<file path="config.mk">
export PLATFORM = sky130hd
export DESIGN_NAME = mux2_arbiter
export DESIGN_NICKNAME = d
export VERILOG_FILES = /design/src/rtl/mux2_arb_pkg.sv /design/src/rtl/mux2_arb_hold_cnt.sv /design/src/rtl/mux2_arbiter.sv
export SDC_FILE = /design/constraint.sdc
export NUM_CORES = 1
export LEC_CHECK = 0
export ABC_AREA = 1
export BUFFER_PORTS_ARGS = -buffer_cell sky130_fd_sc_hd__buf_2
export CAP_MARGIN = 5
export CORE_AREA = 4 4 41 43
export CTS_BUF_LIST = sky130_fd_sc_hd__clkbuf_2
export DETAILED_ROUTE_END_ITERATION = 8
export DIE_AREA = 0 0 45 47
export RECOVER_POWER = 25
export SETUP_SLACK_MARGIN = 0.5
export SLEW_MARGIN = 20
export SYNTH_ARGS = -nofsm -noshare
export SYNTH_HDL_FRONTEND = slang
export SYNTH_HIERARCHICAL = 1
export SYNTH_SLANG_ARGS = --single-unit
</file>
<file path="constraint.sdc">
create_clock -name clk -period 1.05 [get_ports clk]
set_input_delay 0.1575 -clock clk [delete_from_list [all_inputs] [get_ports clk]]
set_output_delay 0.1575 -clock clk [all_outputs]
set_load 0.02 [all_outputs]
</file>
<file path="src/rtl/mux2_arb_pkg.sv">
// rtl/mux2_arb_pkg.sv - shared state encoding and requester indices for mux2_arbiter
package mux2_arb_pkg;

    typedef enum logic [1:0] {
        ST_IDLE = 2'd0,
        ST_OWN0 = 2'd1,
        ST_OWN1 = 2'd2
    } arb_state_t;

    localparam logic REQ0 = 1'b0;
    localparam logic REQ1 = 1'b1;

endpackage

</file>
<file path="src/rtl/mux2_arb_hold_cnt.sv">
// rtl/mux2_arb_hold_cnt.sv - saturating grant-hold counter with clear/enable, flags MAX_HOLD-1
module mux2_arb_hold_cnt #(
    parameter int MAX_HOLD = 16,
    parameter int CNT_W    = 8
) (
    input  logic clk,
    input  logic rst_n,
    input  logic clr,
    input  logic en,
    output logic at_limit
);

    localparam logic [CNT_W-1:0] LIMIT = CNT_W'(MAX_HOLD - 1);

    logic [CNT_W-1:0] cnt;

    // Clear wins over enable so a back-to-back owner switch restarts the count.
    always_ff @(posedge clk or negedge rst_n) begin
        if (!rst_n) begin
            cnt <= '0;
        end else if (clr) begin
            cnt <= '0;
        end else if (en && (cnt != LIMIT)) begin
            cnt <= cnt + 1'b1;
        end
    end

    assign at_limit = (cnt == LIMIT);

endmodule

</file>
<file path="src/rtl/mux2_arbiter.sv">
// rtl/mux2_arbiter.sv - two-requester round-robin arbiter driving a 2:1 mux select; MUX2_ARB_PREEMPT_EN enables hold-limit preemption
module mux2_arbiter
    import mux2_arb_pkg::*;
#(
    parameter int MAX_HOLD = 16,
    parameter int CNT_W    = 8
) (
    input  logic clk,
    input  logic rst_n,
    input  logic req0,
    input  logic req1,
    output logic gnt0,
    output logic gnt1,
    output logic sel,
    output logic busy,
    output logic preempt
);

    arb_state_t state;
    arb_state_t nxt;
    logic       last;
    logic       at_limit;
    logic       force_sw;
    logic       entry;

    always_comb begin
        nxt      = state;
        force_sw = 1'b0;
        case (state)
            ST_IDLE: begin
                if (req0 && req1) begin
                    nxt = (last == REQ1) ? ST_OWN0 : ST_OWN1;
                end else if (req0) begin
                    nxt = ST_OWN0;
                end else if (req1) begin
                    nxt = ST_OWN1;
                end
            end
            ST_OWN0: begin
                if (!req0) begin
                    nxt = req1 ? ST_OWN1 : ST_IDLE;
                end else if (at_limit && req1) begin
                    nxt      = ST_OWN1;
                    force_sw = 1'b1;
                end
            end
            ST_OWN1: begin
                if (!req1) begin
                    nxt = req0 ? ST_OWN0 : ST_IDLE;
                end else if (at_limit && req0) begin
                    nxt      = ST_OWN0;
                    force_sw = 1'b1;
                end
            end
            default: nxt = ST_IDLE;
        endcase
    end

    assign entry = (nxt != state) && (nxt != ST_IDLE);

`ifdef MUX2_ARB_PREEMPT_EN
    mux2_arb_hold_cnt #(
        .MAX_HOLD (MAX_HOLD),
        .CNT_W    (CNT_W)
    ) u_hold_cnt (
        .clk      (clk),
        .rst_n    (rst_n),
        .clr      (entry),
        .en       (state != ST_IDLE),
        .at_limit (at_limit)
    );
`else
    logic unused_cfg;
    assign unused_cfg = ^{MAX_HOLD, CNT_W};
    assign at_limit   = 1'b0;
`endif

    // Outputs are registered from the next state so they line up with the state change.
    always_ff @(posedge clk or negedge rst_n) begin
        if (!rst_n) begin
            state   <= ST_IDLE;
            gnt0    <= 1'b0;
            gnt1    <= 1'b0;
            sel     <= REQ0;
            busy    <= 1'b0;
            preempt <= 1'b0;
            last    <= REQ1;
        end else begin
            state   <= nxt;
            gnt0    <= (nxt == ST_OWN0);
            gnt1    <= (nxt == ST_OWN1);
            busy    <= (nxt != ST_IDLE);
            preempt <= force_sw;
            if (entry) begin
                last <= (nxt == ST_OWN1) ? REQ1 : REQ0;
                sel  <= (nxt == ST_OWN1) ? REQ1 : REQ0;
            end
        end
    end

endmodule

</file>
==> impl_results.md <==
* Status: finished, final reports clean
* Clk buf depth at 2
* Fin area at approximately 470 sq um
* Clk Latency, worst-skew pair at about 0.24 ns
* Gr ovfl total at 0
* Synth top area share at around half
* Largest net degree at the start of global routing at 8
* Drt pass-1 iters at 2
* Clock power frac at between 10% and 20%
* Vias in the first global route at 257
* Area of the core at around 0.0013 sq mm
* Tcrit/Tclk final at 94.99%
* Critical path class: reg -> reg
* PwrDens at around 2500 mW/mm^2
* Synth Cell Area at slightly above 300 sq um
* Leakage at between 0.2 and 0.3 nW
* Logic gate share of total power at between 40% and 50%
* # diodes at 0
* Max-slew violation count at 0
* RSZ-0062 raised after global routing: yes
* Final worst setup slack at 0.05262 ns
* Setup-failing EPs final at 0
* RD Place Congestion at about 0.76
* Final min period at 0.9974 ns
* Root Buffer: clkbuf_2
* Post-layout util at a little over a third
* Final cell count without fillers at 63
* Fin. Hold Viols at 0
* Die footprint at ~0.0021 sq mm
* Placed Area at roughly 360 sq um
* Setup Total Neg Slack at 0 ns
* Sequential Power Share at a little over a third
* Total CTS buffers at 3
* Routed vias/inst at slightly above 4
* Asr flop ratio synth at 100.0%
* Initial antenna violation count at 0
* Synth area leader: dfrtp_1
* Wire per inst at between 9 and 10 um
* Critical path capture point type: flip-flop
* Final nets at 53
* Yosys reg bits at 7
* Required time of the critical path at between 1 and 1.5 ns
* Worst Path Max Fanout at 3
* Final Skew at ~0.0087 ns
* Pre-CTS setup slack at approximately 0.021 ns
* Peak Freq at roughly 1000 MHz
* Crit path DAT at roughly 1.1 ns
* 1st-iter DRT viols at 3
* Die width at ~45 um
* Cell count after synthesis at 34
* Dpl cells at 55
* Number of remaining DRC errors at 0
* Crit start category: flip-flop
* Int Power at ~0.74 mW
* Dpl hpwl at between 400 and 500 um
* Worst vdd ir at 0.9410 mV
* YS warnings at 6
* Number of enable flip-flop cells after synthesis at 0
* Vias at approximately 250
* Fraction of layout cells with a size suffix above 1 at 60.42%
* Global-route wire length before repair at about 1.0 mm
* Number of library cell types mapped by synthesis at 15
* Maxcap violations at 0
* Initial Util at between 20% and 30%
* Routed Antenna Nets at 0
* Number of I/O port buffers at 7
* Top cells by count, synth: 7 x inv_1, 6 x dfrtp_1, 5 x nand2_1, 3 x nand3_1
* Avg Cell Area, Syn at 9.163 sq um
* H-Tree Depth at 1
* GR Util All Layers at roughly 7.7%
* P_sw at 0.4475 mW
* Most used DFF post-synth: dfrtp_1
* Sw Ratio at ~38%
* Count leader, synth: inv_1
* Die height at 47 um
* Fillcell total at around 150
* Core Rows at 13
* DRT Wirelength at roughly 600 um
* CTS Sinks at 7
* Syn Nets at 38
* HP Class: in -> reg
* CTS tree: built
* Register area share after synthesis at between 50% and 60%
* Num ports at 9
* Area grow syn2layout at 51.81%
* Clk pin slew, worst setup/hold paths at about 0.080 ns
* Synth area leaders: dfrtp_1 48%, dfstp_2 8.4%, inv_1 8.4%
## state kept, by name, summed over array words and instances (netlist names)
| signal | cells |
|---|---|
| state | 2 |
| gnt0 | 1 |
| last | 1 |
| busy | 1 |
| gnt1 | 1 |
| sel | 1 |
## final timing paths
path                            start  endpoint  slack, ns  cells past startpoint
worst max-delay path             last      busy       0.05                      5
worst min-delay path             req1      last       0.16                      3
worst max register to register   last      busy       0.05                      5
worst min register to register   last      last       0.50                      2
max in group asynchronous       rst_n      last       0.40                      2
min in group asynchronous       rst_n       sel       0.34                      2
## placed cells by master (no fill, tap or decap), types with 2 or more instances in the layout
cell / synthesis / routed
inv_1: 7 / 5
buf_6: 0 / 5
o21ai_1: 2 / 2
nand3_2: 0 / 3
buf_4: 1 / 2
clkbuf_2: 0 / 4
buf_2: 0 / 2
nand2_4: 0 / 2
dfrtp_1: 6 / 6
nand2_2: 2 / 4
inv_2: 1 / 4
## power groups by stage
stage / logic (mW) / registers (mW) / clock network [mW]
after floorplan: 0.201 / 0.474 / 0
after global placement: 0.351 / 0.408 / 0
after detailed placement: 0.357 / 0.413 / 0
after CTS: 0.519 / 0.428 / 0.215
after global routing: 0.608 / 0.438 / 0.235
final: 0.554 / 0.430 / 0.204
## worst max-delay path, cell delays in order, from the launching register on
cell     delay (ns)
dfstp_2        0.56
nand2_4        0.07
nand2_4        0.08
a21oi_4        0.06
nor2_1         0.08
inv_1          0.04
## stage by stage
step           total power, mW  hold slack (ns)
2_1_floorplan           0.6750          -0.1381
4_1_cts                  1.162           0.1463
3_3_place_gp            0.7587        -0.003425
6_report                 1.188           0.1572
3_5_place_dp            0.7697       -0.0001947
5_1_grt                  1.281           0.1515
## layout make-up
| class | count | area, sq um | share of cell area (%) |
|---|---|---|---|
| timing repair buffer | 11 | 95.09 | 20.11 |
| multi-input combinational | 17 | 128.9 | 27.25 |
| inverter | 9 | 33.78 | 7.143 |
| sequential | 7 | 176.4 | 37.30 |
| tap | 15 | 18.77 | 3.968 |
| clock buffer | 4 | 20.02 | 4.233 |
## cells by family (layout without fill, tap and decap cells)
logic type	after synthesis	after routing	share of synthesized area, %
AND/OR/NAND/NOR	12	12	18.87
buffers and inverters	10	24	13.25
flip-flops	7	7	56.63
AO/OA/AOI/OAI	4	4	10.04
other	1	1	1.204
## routing by layer
metal	part of all wire, %	GRT usage [%]	vias up
met1	43	7.710	118
met4	0	1.754	0
li1	-	-	125
met2	46	11.58	11
met5	0	0	-
met3	12	7.280	0
## repair_timing
item,CTS,global route
buffers inserted,2,1
cloned,0,0
pin swaps,3,4
resized for setup,14,7
hold buffers,1,0
endpoints found under the hold margin,7,0
endpoints found under the setup margin,11,11
(Power assumes the default switching activity.)
